[config.mk]
export PLATFORM = sky130hd
export DESIGN_NAME = ksa_scheduler
export DESIGN_NICKNAME = d
export VERILOG_FILES = /design/src/rtl/ksa_scheduler.sv
export SDC_FILE = /design/constraint.sdc
export NUM_CORES = 1
export LEC_CHECK = 0
export ABC_AREA = 0
export CAP_MARGIN = 30
export CORE_ASPECT_RATIO = 1.1
export CORE_MARGIN = 10
export CORE_UTILIZATION = 55
export CTS_CLUSTER_SIZE = 12
export DETAILED_ROUTE_END_ITERATION = 8
export PLACE_DENSITY = 0.87
export SLEW_MARGIN = 30
export SYNTH_ARGS = -nofsm -noshare
export SYNTH_HDL_FRONTEND = slang
export SYNTH_SLANG_ARGS = --single-unit
export TNS_END_PERCENT = 10
[constraint.sdc]
create_clock -name clk -period 12.1 [get_ports clk]
set_clock_uncertainty 0.05 [all_clocks]
set_input_delay 3.63 -clock clk [delete_from_list [all_inputs] [get_ports clk]]
set_output_delay 3.63 -clock clk [all_outputs]
set_load 0.1 [all_outputs]
[src/rtl/ksa_scheduler.sv]
// RC4 key-scheduling stage: permutes the shared 256-entry S RAM under a secret key, 5 cycles per index.
// Optional macro KSA_INIT_EN inserts an INIT state that first fills S with the identity permutation.
module ksa_scheduler #(
    parameter int RAM_WIDTH  = 8,
    parameter int RAM_LENGTH = 8,
    parameter int KEY_LENGTH = 24,
    parameter int KEY_BYTES  = 3
) (
    input  logic                  clk,
    input  logic                  reset,
    input  logic                  start,
    input  logic [KEY_LENGTH-1:0] key,
    input  logic [RAM_WIDTH-1:0]  sOut,
    output logic [RAM_WIDTH-1:0]  sIn,
    output logic [RAM_LENGTH-1:0] sAddr,
    output logic                  sWren,
    output logic [7:0]            iTap,
    output logic [7:0]            jTap,
    output logic [7:0]            stateTap,
    output logic                  finished
);

`ifdef KSA_INIT_EN
    typedef enum logic [2:0] {
        IDLE    = 3'd0,
        READ_I  = 3'd1,
        LATCH_I = 3'd2,
        LATCH_J = 3'd3,
        WRITE_I = 3'd4,
        WRITE_J = 3'd5,
        DONE    = 3'd6,
        INIT    = 3'd7
    } state_t;
`else
    typedef enum logic [2:0] {
        IDLE    = 3'd0,
        READ_I  = 3'd1,
        LATCH_I = 3'd2,
        LATCH_J = 3'd3,
        WRITE_I = 3'd4,
        WRITE_J = 3'd5,
        DONE    = 3'd6
    } state_t;
`endif

    localparam logic [RAM_LENGTH-1:0] I_LAST    = {RAM_LENGTH{1'b1}};
    localparam logic [7:0]            KIDX_LAST = 8'(KEY_BYTES - 1);

    state_t                  state_q, state_d;
    logic [RAM_LENGTH-1:0]   i_q, i_d;
    logic [RAM_LENGTH-1:0]   j_q, j_d;
    logic [RAM_WIDTH-1:0]    si_q, si_d;
    logic [RAM_WIDTH-1:0]    sj_q, sj_d;
    logic [KEY_LENGTH-1:0]   key_q, key_d;
    logic [7:0]              kidx_q, kidx_d;
    logic [RAM_LENGTH-1:0]   jn;

    // Key byte 0 is the most significant byte of the key.
    function automatic logic [7:0] key_byte(input logic [KEY_LENGTH-1:0] k, input logic [7:0] idx);
        logic [KEY_LENGTH-1:0] sh;
        sh = k >> (8 * (KEY_BYTES - 1 - int'(idx)));
        return sh[7:0];
    endfunction

    // jn feeds sAddr directly in LATCH_I so the S[j] read lands one cycle later.
    assign jn = j_q + RAM_LENGTH'(sOut) + RAM_LENGTH'(key_byte(key_q, kidx_q));

    assign iTap     = 8'(i_q);
    assign jTap     = 8'(j_q);
    assign stateTap = {5'd0, state_q};

    // State and datapath registers with synchronous reset.
    always_ff @(posedge clk) begin
        if (reset) begin
            state_q <= IDLE;
            i_q     <= '0;
            j_q     <= '0;
            si_q    <= '0;
            sj_q    <= '0;
            key_q   <= '0;
            kidx_q  <= 8'd0;
        end else begin
            state_q <= state_d;
            i_q     <= i_d;
            j_q     <= j_d;
            si_q    <= si_d;
            sj_q    <= sj_d;
            key_q   <= key_d;
            kidx_q  <= kidx_d;
        end
    end

    // Next-state logic and RAM-side output decode.
    always_comb begin
        state_d  = state_q;
        i_d      = i_q;
        j_d      = j_q;
        si_d     = si_q;
        sj_d     = sj_q;
        key_d    = key_q;
        kidx_d   = kidx_q;
        sAddr    = '0;
        sIn      = '0;
        sWren    = 1'b0;
        finished = 1'b0;
        case (state_q)
            IDLE: begin
                if (start) begin
                    key_d  = key;
                    i_d    = '0;
                    j_d    = '0;
                    kidx_d = 8'd0;
`ifdef KSA_INIT_EN
                    state_d = INIT;
`else
                    state_d = READ_I;
`endif
                end else begin
                    state_d = IDLE;
                end
            end
`ifdef KSA_INIT_EN
            INIT: begin
                sAddr = i_q;
                sIn   = RAM_WIDTH'(i_q);
                sWren = 1'b1;
                if (i_q == I_LAST) begin
                    i_d     = '0;
                    state_d = READ_I;
                end else begin
                    i_d = i_q + RAM_LENGTH'(1);
                end
            end
`endif
            READ_I: begin
                sAddr   = i_q;
                state_d = LATCH_I;
            end
            LATCH_I: begin
                si_d    = sOut;
                j_d     = jn;
                sAddr   = jn;
                state_d = LATCH_J;
            end
            LATCH_J: begin
                sj_d    = sOut;
                sAddr   = j_q;
                state_d = WRITE_I;
            end
            WRITE_I: begin
                sAddr   = i_q;
                sIn     = sj_q;
                sWren   = 1'b1;
                state_d = WRITE_J;
            end
            WRITE_J: begin
                sAddr = j_q;
                sIn   = si_q;
                sWren = 1'b1;
                // Terminal test on the index value itself, i never overflows.
                if (i_q == I_LAST) begin
                    state_d = DONE;
                end else begin
                    i_d     = i_q + RAM_LENGTH'(1);
                    kidx_d  = (kidx_q == KIDX_LAST) ? 8'd0 : kidx_q + 8'd1;
                    state_d = READ_I;
                end
            end
            DONE: begin
                finished = 1'b1;
                if (start) begin
                    state_d = DONE;
                end else begin
                    state_d = IDLE;
                end
            end
            default: begin
                state_d = IDLE;
            end
        endcase
    end

endmodule

==> results.json <==
{
  "path_cells": "clkdlybuf4s50_1 -> inv_1 -> fa_1 -> inv_1 -> ha_1 -> inv_1 -> fa_1 -> nor2b_1 -> o21ai_0 -> a21oi_1 -> nand2_1 -> nand2_1 -> clkdlybuf4s50_1",
  "drive_above_1_share": 0.0644,
  "cp.depth": 13,
  "fin_nets": 575,
  "drc_errors": 0,
  "htreeDepth": 3,
  "met3_usage": 0.0602,
  "slew_viol_final": 0,
  "powerDensity_nw_per_um2": 185,
  "vdd_ir_drop_max_mv": 0.164,
  "whs_path_depth": 2,
  "synthTopCellsByCount": "nand2_1 (91), dfxtp_1 (67), a21oi_1 (65)",
  "synth_area_leaders": "dfxtp_1 (36%), nand2_1 (9.2%), a21oi_1 (8.8%), nor2_1 (5.0%), fa_1 (4.3%)",
  "postCtsSetupBuffers": 0,
  "min_period_ns": 10.74,
  "tns_ns": 0,
  "avgSynthCellArea_um2": 7.91,
  "max_freq_ghz": 0.0931,
  "reg2reg_depth": 16,
  "fillCellCount": 554,
  "crit_type": "input pin to output pin",
  "cts_tree": "built",
  "maxCapViolCount": 0,
  "yosys_warnings": 0,
  "row_count": 31,
  "place_congestion": 0.876,
  "startpoint_type": "input pin",
  "outcome": "finished, final reports clean",
  "fin_crit_sh": 0.887,
  "tightest_slew_ns": 1.01,
  "rsz0062_at_grt": "false",
  "fp.dieW_um": 98.1,
  "cts_root_buffer": "clkbuf_8",
  "core_area_um2": 6560,
  "synth.most_common_cell": "nand2_1",
  "syn_to_final_growth_pct": 25.0,
  "wl_per_cell_um": 16.3,
  "drt-total-wl_um": 9920,
  "crit_fanout": 3,
  "worstPathArrival_ns": 7.06,
  "busiest_layer": "met2",
  "ys_seq_elements": 67,
  "synth_edf_count": 0,
  "cts.sinks": 67,
  "antenna_cells": 0,
  "clkSlewWorstSetupHoldPaths_ns": 0.08,
  "ioPinCount": 77,
  "clk_latency_ns": 0.35,
  "die_area_um2": 10400,
  "grt-ovfl-total": 0,
  "ys_seq_area_frac": 0.363,
  "synth_area_um2": 3690,
  "rrSetupSlack_ns": 7.96,
  "start_util": 0.563,
  "critical_path.top_delay_family": "buffers and inverters",
  "synth.distinct_cells": 53,
  "netlist.area_leader.share": 0.363,
  "grt_pass1_vias": 3465,
  "antenna_found_initial": 0,
  "grt_max_degree": 64,
  "firstDrtPassIters": 4,
  "async_flop_share": 0,
  "crit_buf_inv": 5,
  "cp.required_ns": 8.42,
  "use_met2": 0.302,
  "synth_largest_area_cell": "dfxtp_1",
  "die_h_um": 106,
  "routed_via_density": 5.76,
  "antenna_left": 0,
  "finalWorstSetupSlack_ns": 1.36,
  "slowest_stage": "clkdlybuf4s50_1",
  "p_leak_nw": 1.76,
  "hpwl_um": 7160,
  "setup_viol": 0,
  "slew_headroom": 0.327,
  "ctsResizeCount": 0,
  "cts_buffers": 9,
  "io_buffers": 71,
  "power.total_mw": 0.852,
  "cts_max_path_buffers": 2,
  "final_hold_viol_count": 0,
  "met1_usage": 0.224,
  "grt_first_pass_wirelength_um": 16400,
  "gr-usage-all-layers": 0.188,
  "slowest_delay_ns": 1.14,
  "drtIter0Drc": 214,
  "synthCells": 467,
  "hp-class": "flip-flop to flip-flop",
  "synth_ff_type": "dfxtp_1",
  "cts_hold_buf": 0,
  "crit_path_end_kind": "output pin",
  "crit_top_cell": "inv_1",
  "place_ws_ns": 1.38,
  "num_vias": 3514
}
worst register-to-register path, cell delays in order (launching register included):
cell      delay, ns
dfxtp_1        0.60
inv_1          0.09
ha_1           0.52
nor2b_2        0.37
nand2_1        0.08
o21ai_0        0.08
nand2_1        0.10
fa_1           0.42
inv_1          0.07
ha_1           0.16
inv_1          0.05
fa_1           0.40
nor2b_1        0.15
o31a_1         0.15
o21ai_0        0.11
a2111o_1       0.48
a31oi_1        0.19
flip-flops by register name, indices dropped and copies added (netlist names):
register  flops
key_q        24
iTap          8
state_q       3
kidx_q        8
sj_q          8
si_q          8
jTap          8
per-layer routing:
layer / up-vias / wire length (um)
met5: - / 0
met4: 0 / 181
met3: 16 / 841
met2: 142 / 4730
met1: 1637 / 4160
li1: 1719 / -
final timing paths:
kind              from       end
max            sOut[1]  sAddr[5]
min            sj_q[0]   sj_q[0]
max reg2reg  kidx_q[0]   jTap[7]
min reg2reg    sj_q[0]   sj_q[0]
cells in the final DEF, fill, tap and decap left out, drive strengths merged, types with 4 or more instances in the layout:
cell / synthesis / final
a221oi: 5 / 5
o21ai: 10 / 10
a211oi: 5 / 5
a22oi: 10 / 10
conb: 1 / 5
nand2: 91 / 91
nor3: 5 / 5
nor2b: 4 / 4
nor2: 49 / 49
inv: 11 / 12
clkdlybuf4s50: 0 / 68
and3: 4 / 4
mux2i: 16 / 16
a21oi: 66 / 66
nand2b: 7 / 7
clkbuf: 17 / 10
fa: 8 / 8
xor2: 5 / 5
nand3: 14 / 14
buf: 18 / 7
dfxtp: 67 / 67
ha: 9 / 9
a311oi: 4 / 4
xnor2: 6 / 6
through the flow:
step,hold slack [ns],std cells,utilization,instance area (um2)
6_report,0.407,610,0.704,4620
3_3_place_gp,0.392,594,0.667,4370
4_1_cts,0.407,610,0.705,4620
5_1_grt,0.421,610,0.704,4620
2_1_floorplan,0.386,471,-,3710
3_5_place_dp,0.396,594,0.667,4370
power breakdown:
group	total [mW]	switching, mW	internal (mW)	leakage, nW
registers	0.268	0.0246	0.243	0.545
logic	0.350	0.250	0.100	1.09
clock network	0.234	0.0959	0.139	0.124
cells by family (layout without fill, tap and decap cells):
logic type | after synthesis | in the layout | share of synthesized area
AO/OA/AOI/OAI | 124 | 124 | 0.211
XOR/XNOR | 11 | 11 | 0.0261
adder cells (fa/ha/maj) | 17 | 17 | 0.0738
buffers and inverters | 46 | 103 | 0.0603
flip-flops | 67 | 67 | 0.363
multiplexers | 16 | 16 | 0.0434
other | 1 | 5 | 0.00102
AND/OR/NAND/NOR | 185 | 185 | 0.221
final cells by class:
class                           instances  area, um2  area share
Multi-Input combinational cell        358       2150       0.465
Inverter                               11       41.3     0.00895
Clock buffer                            9        124      0.0268
Timing Repair Buffer                   76        736       0.159
Clock inverter                          7        125      0.0271
Sequential cell                        67       1340       0.291
Tap cell                               82        103      0.0222
(Power assumes the default switching activity.)
